$ cat src/rtl/micro_sequencer.sv
// Microprogrammed control unit driving the register ALU from a writable control store.
// Latency: first microword drives the RALU one cycle after start; then one word per cycle, no bubbles.
// Backpressure: none; start and store writes are accepted only in IDLE and ignored while busy.
module micro_sequencer #(
   parameter int AW = 5,
   localparam int MW = 26 + AW
) (
   input  logic          i_clock,
   input  logic          i_reset,
   input  logic          i_start,
   input  logic [AW-1:0] i_start_addr,
   input  logic          i_prog_we,
   input  logic [AW-1:0] i_prog_addr,
   input  logic [MW-1:0] i_prog_data,
   input  logic          i_pout,
   input  logic          i_osl,
   input  logic          i_osr,
   input  logic [3:0]    i_r,
   output logic [3:0]    o_s,
   output logic          o_m,
   output logic          o_pin,
   output logic          o_isr,
   output logic          o_isl,
   output logic          o_a,
   output logic          o_wr,
   output logic [2:0]    o_adr,
   output logic [3:0]    o_v,
   output logic [3:0]    o_data_in,
   output logic          o_busy,
   output logic          o_done
);

   // Microword field positions, LSB upward: target, cond, op, imm, v, adr, wr, A, ISL, ISR, Pin, M, S
   localparam int F_TGT  = 0;
   localparam int F_COND = AW;
   localparam int F_OP   = AW + 2;
   localparam int F_IMM  = AW + 5;
   localparam int F_V    = AW + 9;
   localparam int F_ADR  = AW + 13;
   localparam int F_WR   = AW + 16;
   localparam int F_A    = AW + 17;
   localparam int F_ISL  = AW + 18;
   localparam int F_ISR  = AW + 19;
   localparam int F_PIN  = AW + 20;
   localparam int F_M    = AW + 21;
   localparam int F_S    = AW + 22;

   localparam logic [2:0] OP_CONT  = 3'b000;
   localparam logic [2:0] OP_JMP   = 3'b001;
   localparam logic [2:0] OP_BRT   = 3'b010;
   localparam logic [2:0] OP_BRF   = 3'b011;
   localparam logic [2:0] OP_LDCNT = 3'b100;
   localparam logic [2:0] OP_LOOP  = 3'b101;
   localparam logic [2:0] OP_END   = 3'b110;

   typedef enum logic {ST_IDLE, ST_RUN} state_t;

   state_t        r_state;
   logic [AW-1:0] r_upc;
   logic [MW-1:0] r_mir;
   logic [AW-1:0] r_cnt;
   logic          r_busy;
   logic          r_done;
   logic [MW-1:0] r_mem [2**AW];

   logic [2:0]    w_op;
   logic [1:0]    w_cond_sel;
   logic [AW-1:0] w_target;
   logic [AW-1:0] w_upc_inc;
   logic          w_cond;
   logic          w_loop_taken;
   logic [AW-1:0] w_next;

   assign w_op         = r_mir[F_OP +: 3];
   assign w_cond_sel   = r_mir[F_COND +: 2];
   assign w_target     = r_mir[F_TGT +: AW];
   assign w_upc_inc    = r_upc + AW'(1);
   assign w_loop_taken = (w_op == OP_LOOP) && (r_cnt != '0);

   // RALU status condition, evaluated in the same cycle the word drives the RALU
   always_comb begin
      w_cond = 1'b0;
      case (w_cond_sel)
         2'b00:   w_cond = i_pout;
         2'b01:   w_cond = i_osl;
         2'b10:   w_cond = i_osr;
         default: w_cond = (i_r == 4'b0000);
      endcase
   end

   // Next microprogram address; reserved op and END fall back to sequential
   always_comb begin
      w_next = w_upc_inc;
      case (w_op)
         OP_JMP:  w_next = w_target;
         OP_BRT:  w_next = w_cond ? w_target : w_upc_inc;
         OP_BRF:  w_next = w_cond ? w_upc_inc : w_target;
         OP_LOOP: w_next = w_loop_taken ? w_target : w_upc_inc;
         default: w_next = w_upc_inc;
      endcase
   end

   // Control-store write port; the store is deliberately left out of reset
   always_ff @(posedge i_clock) begin
      if (i_prog_we && (r_state == ST_IDLE)) begin
         r_mem[i_prog_addr] <= i_prog_data;
      end
   end

   // Sequencer FSM: fetch into MIR, step upc, maintain loop counter and handshake
   always_ff @(posedge i_clock) begin
      if (i_reset) begin
         r_state <= ST_IDLE;
         r_upc   <= '0;
         r_mir   <= '0;
         r_cnt   <= '0;
         r_busy  <= 1'b0;
         r_done  <= 1'b0;
      end else begin
         r_done <= 1'b0;
         case (r_state)
            ST_IDLE: begin
               if (i_start) begin
                  r_mir   <= r_mem[i_start_addr];
                  r_upc   <= i_start_addr;
                  r_busy  <= 1'b1;
                  r_state <= ST_RUN;
               end
            end
            ST_RUN: begin
               if (w_op == OP_END) begin
                  r_mir   <= '0;
                  r_done  <= 1'b1;
                  r_busy  <= 1'b0;
                  r_state <= ST_IDLE;
               end else begin
                  r_mir <= r_mem[w_next];
                  r_upc <= w_next;
                  if (w_op == OP_LDCNT) begin
                     r_cnt <= w_target;
                  end else if (w_loop_taken) begin
                     r_cnt <= r_cnt - AW'(1);
                  end
               end
            end
            default: r_state <= ST_IDLE;
         endcase
      end
   end

   assign o_s       = r_mir[F_S +: 4];
   assign o_m       = r_mir[F_M];
   assign o_pin     = r_mir[F_PIN];
   assign o_isr     = r_mir[F_ISR];
   assign o_isl     = r_mir[F_ISL];
   assign o_a       = r_mir[F_A];
   assign o_wr      = r_mir[F_WR];
   assign o_adr     = r_mir[F_ADR +: 3];
   assign o_v       = r_mir[F_V +: 4];
   assign o_data_in = r_mir[F_IMM +: 4];
   assign o_busy    = r_busy;
   assign o_done    = r_done;

endmodule

$ cat config.mk
export PLATFORM = sky130hd
export DESIGN_NAME = micro_sequencer
export DESIGN_NICKNAME = d
export VERILOG_FILES = /design/src/rtl/micro_sequencer.sv
export SDC_FILE = /design/constraint.sdc
export NUM_CORES = 1
export LEC_CHECK = 0
export CORE_MARGIN = 2
export CORE_UTILIZATION = 46
export DETAILED_ROUTE_END_ITERATION = 6
export PLACE_DENSITY = 0.62
export SLEW_MARGIN = 20
export SYNTH_ARGS = -nofsm -noshare
export SYNTH_HDL_FRONTEND = slang
export SYNTH_SLANG_ARGS = --single-unit
$ cat constraint.sdc
create_clock -name i_clock -period 3.8 [get_ports i_clock]
set_clock_uncertainty 0.1 [all_clocks]
set_input_delay 0.76 -clock i_clock [delete_from_list [all_inputs] [get_ports i_clock]]
set_output_delay 0.76 -clock i_clock [all_outputs]
set_load 0.005 [all_outputs]
After elaboration in Yosys (flattened, before gate mapping)
Memories as Yosys holds them, arrays and structs flattened.
Cells that the tools add are included.
{"block": "word_totals", "regBits": 44, "mem_bits_rw": 992, "input_bits": 52, "out_inout_bits": 23, "wordCells": 54, "memories": 1}
{"block": "op_classes", "add_sub_neg": 2, "eq_ne": 11, "muxes": 22, "bitwise": 2, "n_reduce_logical": 10}
{"memory": "r_mem", "words": 32, "word_bits": 31, "rd": 2, "rd_ports_with_merged_regs": 0, "write_ports": 1, "line": "64", "source": "logic [MW-1:0] r_mem [2**AW];"}
{"cell": "31-bit 2-to-1 mux", "count": 2}
{"cell": "31-bit case mux with 2 select lines", "count": 1}
{"cell": "5-bit 2-to-1 mux", "count": 7}
{"cell": "5-bit case mux with 4 select lines", "count": 1}
{"cell": "5-bit case mux with 2 select lines", "count": 1}
{"cell": "3-bit == test (second input constant)", "count": 3}
{"cell": "1-bit 2-to-1 mux", "count": 7}
{"cell": "3-bit by 2-bit == test with 1-bit output (second input constant)", "count": 2}
{"cell": "5-bit by 1-bit adder with 5-bit output (second input constant)", "count": 1}
{"cell": "5-bit nonzero test", "count": 1}
{"cell": "5-bit by 1-bit subtractor with 5-bit output (second input constant)", "count": 1}
{"cell": "4-bit logical NOT", "count": 1}
{"cell": "2-bit inequality test (second input constant)", "count": 2}
{"cell": "1-bit case mux with 2 select lines", "count": 2}
{"cell": "2-bit AND reduction", "count": 2}
{"cell": "3-bit by 1-bit == test with 1-bit output (second input constant)", "count": 1}
{"cell": "1-bit case mux with 3 select lines", "count": 1}
{"cell": "3-bit AND reduction", "count": 1}
{"cell": "2-bit by 1-bit == test with 1-bit output (second input constant)", "count": 1}
{"cell": "2-bit == test (second input constant)", "count": 1}
{"cell": "1-bit logical AND", "count": 2}
{"cell": "2-bit logical NOT", "count": 1}
{"cell": "2-bit by 1-bit inequality test with 1-bit output (second input constant)", "count": 1}
{"cell": "1-bit NOT", "count": 2}
{"cell": "other kinds (2)", "count": 2}

Longest topological paths before layout
Gate-level depths: netlist of the first run.
An unclocked memory read counts as a cell.
{"block": "depth", "word_depth": 7, "ltp_mapped": 15, "depth_no_buf": 11}

Worst setup path before layout of the first run
Ideal clock, no wire load.
{"block": "synth_path", "path_kind": "input port to flip-flop", "startpoint": "in i_start_addr[0]", "endpoint": "reg r_mir[0]", "setup_ns": 0.140, "t_arrival_ns": 3.549, "required_time_ns": 3.560, "path_slack_ns": 0.011, "stages": 9, "path_cell_list": "buf_2 -> buf_1 -> buf_1 -> mux4_2 -> mux4_2 -> mux2i_1 -> a21oi_1 -> a2111oi_0 -> a311oi_1"}
{"block": "synth_via", "elab_chain_len": 3}
{"item": "start: declaration", "line": "11", "source": "input logic [AW-1:0] i_start_addr,"}
{"item": "memory 32 x 31 bit"}
{"item": "31-bit 2-to-1 mux", "line": "123", "source": "if (i_start) begin"}
{"item": "31-bit case mux with 2 select lines", "line": "121", "source": "case (r_state)"}
{"item": "end signal: assignment", "line": "124", "source": "r_mir <= r_mem[i_start_addr];"}
{"item": "end signal: assignment", "line": "137", "source": "r_mir <= r_mem[w_next];"}
{"item": "end: declaration", "line": "60", "source": "logic [MW-1:0] r_mir;"}
Every way passes these cells. The select of a mux whose other input is x is not followed.
A chain may end at the register's enable or synchronous reset.

Worst setup path after layout of the first run
{"block": "layout_path", "startpoint": "reg r_mir[5]", "endpoint": "reg r_mir[12]"}
{"block": "layout_via", "elab_chain_len": 7, "elab_cells_between_ends": 10}
{"item": "2-bit == test, or another cell as far along", "line": "83", "source": "case (w_cond_sel)"}
{"item": "1-bit case mux with 3 select lines *", "line": "83"}
{"item": "5-bit 2-to-1 mux, on equally long branches", "line": "97, 96"}
{"item": "5-bit case mux with 4 select lines *", "line": "94", "source": "case (w_op)"}
{"item": "memory 32 x 31 bit *"}
{"item": "31-bit 2-to-1 mux *", "line": "131", "source": "if (w_op == OP_END) begin"}
{"item": "31-bit case mux with 2 select lines *", "line": "121"}
Every way passes the cells marked *; elsewhere a longest branch is shown, timed or not.

==> results of run 1 <==
==> stage by stage <==
step                TNS (ns)  utilization (%)  hold slack, ns
floorplan                  0                -          0.3766
global placement      -20.60            51.52          0.3794
detailed placement    -20.78            51.52          0.3883
CTS                        0            55.23          0.3522
global route        -0.04848            55.30          0.3881
finish                     0            55.30          0.3827
==> worst paths after layout <==
kind	start	to	cells after the start
worst min-delay path	i_reset	r_mir[18]	3
worst max register to register	r_mir[5]	r_mir[12]	10
worst max-delay path	r_mir[5]	r_mir[12]	10
worst min register to register	o_busy	o_busy	2
==> power by group through the flow <==
| stage | combinational, uW | clock [uW] | sequential, uW |
|---|---|---|---|
| 2_1_floorplan | 3240 | 0 | 12900 |
| 3_3_place_gp | 5410 | 0 | 13000 |
| 3_5_place_dp | 5490 | 0 | 13000 |
| 4_1_cts | 5520 | 11400 | 12800 |
| 5_1_grt | 5890 | 11900 | 12800 |
| 6_report | 5650 | 11300 | 12800 |
==> flip-flops by register name, summed over array words and instances, names as in the netlist <==
register and flops:
r_cnt 5, r_mir 31, r_state 1, r_upc 5, o_busy 1, r_mem 992, o_done 1
==> kinds of logic after synthesis <==
logic type	Yosys count	synth area share [%]
buf+inv	233	2.217
mux	738	24.42
compound gates	477	6.597
fa+ha+maj	3	0.07827
xor+xnor	2	0.03653
simple gates	302	2.705
flops	1036	63.94
==> area by class of cell <==
type / instances / share of cell area (%)
clock inverter: 75 / 1.563
tap: 1380 / 3.017
sequential: 1036 / 53.59
inverter: 7 / 0.04591
multi-input combinational: 1522 / 29.15
clock buffer: 133 / 5.122
timing repair buffer: 390 / 7.514
==> cell usage after synthesis, drive strengths merged, types with 5 or more instances <==
cell,count
edfxtp,992
mux2i,389
mux4,345
o22ai,177
nand2,150
a21oi,134
buf,113
clkbuf,113
nor2,92
dfxtp,44
a2111oi,32
a311oi,31
o41ai,29
o21ai,23
nand3,12
a211oi,11
nor3,8
a31oi,7
inv,7
nor2b,6
and3,5
nand2b,5
==> worst max-delay path, stage by stage (launching register included) <==
cell       delay (ns)
dfxtp_1          0.45
mux2_4           0.40
or2_1            0.35
a32oi_4          0.33
a21oi_4          0.10
nor2_4           0.27
buf_4            0.21
clkbuf_16        0.21
mux4_2           0.50
a2111oi_0        0.53
a311oi_1         0.17
==> repair_timing <==
item / CTS / global route
pin swaps: 1 / 1
cloned: 0 / 1
setup buffers: 0 / 2
endpoints found under the hold margin: 0 / 0
gates resized for setup: 6 / 19
setup endpoints to repair: 17 / 31
==> layer usage <==
metal | share of wire (%) | vias up | global-route usage, % | wire length [um]
met5 | 0.027 | - | 0 | 42
met4 | 3.5 | 6 | 10.26 | 5561
met3 | 12 | 354 | 6.328 | 18330
met2 | 45 | 2026 | 44.29 | 71290
met1 | 39 | 16200 | 41.70 | 61910
li1 | - | 12280 | - | -
==> impl_metrics.toml, run 1 <==
[power_and_ir_drop]
vdd_drop_max_uv = 352.6
clkPwrFrac_pct = 38.1
swShare_pct = 26.02
p_int_uw = 22000
fin_total_pwr_uw = 29740
pwr-share-seq_pct = 42.9
leakagePower_uw = 0.01931
power_frac_comb_pct = 19.0
switchingPower_uw = 7738
power_density_nw_per_um2 = 519.6

[finish]
multi_input_comb_area_sq_um = 16680
area_delta_synth_final_pct = 19.33
final_common_cell = "edfxtp_1"
seq_area_sq_um = 30670
fillers = 7875
antenna_cells = 0
drive_above_1_share_pct = 29.05
nNetsFinal = 3122
design_area_sq_um = 57230
final_cell_count_no_fill = 4543
layout.cells.most_common_list = "992 x edfxtp_1, 389 x mux2i_1, 345 x mux4_2, 220 x buf_4, 176 x o22ai_1"

[clock_tree]
cts_tree = "yes"
htree_levels = 3
insertion_delay_ns = 0.71
cts.sinks = 1036
path_clk_slew_ns = 0.06
numCtsBuffers = 110
cts_buffer_depth = 3
ctsRootBufferMaster = "clkbuf_16"
hold_buffers = 0

[grt]
grt_pass1_vias = 30450
grt_usage_pct = 29.10
overflow = 0
antenna_found_initial = 5
grt_pass1_wl_um = 220700
grt_start_max_net_pins = 48

[timing]
rsz0062_at_grt = "true"
tightest_slew_ns = 1.073
setup-violations-final = 0
setup_ws_ns = 0.05716
finalHoldViolCount = 0
fin_crit_sh_pct = 98.50
relSlewSlack_pct = 28.24
finalCriticalPeriod_ns = 3.743
maxSlewViolCount = 0
fmax_mhz = 267.2

[synthesis]
synth_top_area_cell = "edfxtp_1"
synthTopCellsByArea = "edfxtp_1 62%, mux4_2 16%, mux2i_1 8.1%, o22ai_1 2.3%, dfxtp_1 1.8%"
synth_top_cell_area_share_pct = 62.11
synth_cell_types = 66
syn_area_sq_um = 47960
ys_seq_area_share_pct = 63.94
ys_ff_latch = 1036
synth_edf_count = 992
synth_cells = 2791
postSynthAreaPerCell_sq_um = 17.18
ys_warn_count = 0
syn_nets = 2846
ys_async_sr_fraction_pct = 0
synth_flop_cell = "edfxtp_1"

[critical_path]
crit_required_ns = 4.27
crit_path_start_kind = "register"
cp.arrival_ns = 4.21
cp-end-kind = "register"
path_max_fanout = 14
rrSetupSlack_ns = 0.06
crit_type = "register to register"

[detailed_routing]
first_iter_violations = 4552
drt-total-wl_um = 157100
first_pass_iters = 7
ant_nets = 0
viasPerCell = 6.793
dr_total_vias = 30860
drc = 3
wl_per_cell_um = 34.59

[placement]
dpl.hpwl_um = 97430
pre_cts_ws_ns = -0.7560
port-buffer-count = 74
placed_area_sq_um = 53320
dp.cells = 4332
place.gp.congestion = 0.8794

[status]
status = "complete, but fails checks"
violations = "design-rule violations"

[die]
ioPinCount = 75
die_h_um = 326.9
core-area_sq_um = 103500
row_count = 118
die_area_sq_um = 106900
die_w_um = 326.9
initial_core_util_pct = 46.34

[flow_run]
cap_violations = 0

[hold_path]
hold_class = "input pin to register"
No activity file was read; power rests on OpenSTA's default activity.
==> run 2, diff against run 1 <==
SKIP_CTS_REPAIR_TIMING = 1   (was unset)
TNS_END_PERCENT = 50   (was unset)
==> impl_metrics.toml, run 2 (synthesis gave the netlist of run 1 again) <==
[die]
initial_core_util_pct = 46.34
core-area_sq_um = 103500
ioPinCount = 75
row_count = 118
die_area_sq_um = 106900
die_h_um = 326.9
die_w_um = 326.9

[clock_tree]
ctsRootBufferMaster = "clkbuf_16"
htree_levels = 3
insertion_delay_ns = 0.71
path_clk_slew_ns = 0.06
cts_buffer_depth = 3
cts.sinks = 1036
numCtsBuffers = 110
cts_tree = "yes"

[critical_path]
reg2reg_to = "r_mir[28]"
crit_required_ns = 4.26
rrSetupSlack_ns = 0.06
reg2reg_depth = 10
cp-end-kind = "register"
cp.arrival_ns = 4.20
r2r-start = "r_mir[5]"
path_max_fanout = 12
crit_path_start_kind = "register"
crit_type = "register to register"

[finish]
reg_top3 = "r_mem x992, r_mir x31"
fillers = 7872
seq_area_sq_um = 30670
nNetsFinal = 3120
multi_input_comb_area_sq_um = 16690
drive_above_1_share_pct = 29.01
largest_reg_flops = 992
final_common_cell = "edfxtp_1"
regMostFlops = "r_mem"
layout.cells.most_common_list = "992 x edfxtp_1, 389 x mux2i_1, 345 x mux4_2, 219 x buf_4, 176 x o22ai_1"
final_cell_count_no_fill = 4542
area_delta_synth_final_pct = 19.28

[timing]
finalCriticalPeriod_ns = 3.735
fmax_mhz = 267.7
finalHoldViolCount = 0
relSlewSlack_pct = 28.12
rsz0062_at_grt = "true"
tightest_slew_ns = 1.075
tns_ns = 0
setup-violations-final = 0
maxSlewViolCount = 0
fin_crit_sh_pct = 98.30

[placement]
dpl.hpwl_um = 97430
dp.cells = 4332
place.gp.congestion = 0.8794
port-buffer-count = 74

[hold_path]
hold_class = "input pin to register"
hold_end = "r_mir[18]"
hp-start = "i_reset"
holdPathStages = 3

[detailed_routing]
first_iter_violations = 4560
drt-total-wl_um = 156900
first_pass_iters = 6
drc = 0
viasPerCell = 6.824
dr_total_vias = 31000
ant_nets = 0
wl_per_cell_um = 34.54

[power_and_ir_drop]
leakagePower_uw = 0.01930
vdd_drop_max_uv = 341.3
power_density_nw_per_um2 = 519.1

[grt]
antenna_found_initial = 5
grt_usage_pct = 29.10
overflow = 0
grt_start_max_net_pins = 48
grt_pass1_wl_um = 220700
grt_pass1_vias = 30440

[flow_run]
cap_violations = 0

[status]
status = "completed"
[run 2: cell types whose count changed in the layout (fill, tap and decap cells not counted), sizes merged]
| cell | delta |
|---|---|
| diode | +1 |
| clkbuf | -1 |
| buf | -1 |
[run 2: power breakdown]
part	switching (uW)	internal [uW]	leakage [uW]
sequential	142	12600	0.00929
combinational	3040	2560	0.00815
clock	4540	6780	0.00186
[run 2: critical path: stages (launching register included)]
cell       delay, ns
dfxtp_1         0.47
mux2_4          0.40
or2_1           0.35
a211oi_4        0.34
nor3_4          0.07
nor2_4          0.29
buf_12          0.23
buf_12          0.13
mux4_2          0.50
a2111oi_1       0.53
a311oi_1        0.17
[run 2: metrics by stage]
stage          instance area (sq um)  hold slack [ns]  power [uW]  utilization [%]  setup WS [ns]
2_1_floorplan                  47960           0.3766       16160                -        0.01073
3_3_place_gp                   53320           0.3794       18420            51.52        -0.7829
3_5_place_dp                   53320           0.3883       18500            51.52        -0.7560
4_1_cts                        57150           0.3522       29710            55.22        -0.1015
5_1_grt                        57210           0.3881       30530            55.28       -0.02076
6_report                       57210           0.3835       29700            55.28        0.06458
[run 2: cell type report]
| cell class | instances | area share (%) |
|---|---|---|
| multi-input cells | 1522 | 29.17 |
| clock buffers | 133 | 5.124 |
| repair buffers | 388 | 7.460 |
| inverters | 7 | 0.04593 |
| clock inverters | 75 | 1.564 |
| diodes | 1 | 0.004374 |
| flip-flops and latches | 1036 | 53.61 |
| well taps | 1380 | 3.018 |
[run 2: worst max path at each step]
stage	from	cells past startpoint	endpoint
3_3_place_gp	i_pout	13	r_mir[15]
2_1_floorplan	i_start_addr[0]	9	r_mir[0]
5_1_grt	i_r[2]	13	r_mir[14]
4_1_cts	r_mir[5]	11	r_mir[28]
3_5_place_dp	i_r[2]	11	r_mir[13]
6_report	r_mir[5]	10	r_mir[28]
[run 2: routing by layer]
layer | part of all wire, % | vias to the layer above | GRT usage [%]
met1 | 39 | 16240 | 41.75
met2 | 45 | 2109 | 44.29
met3 | 12 | 356 | 6.267
met4 | 3.7 | 6 | 10.26
li1 | - | 12280 | -
met5 | 0.027 | - | 0
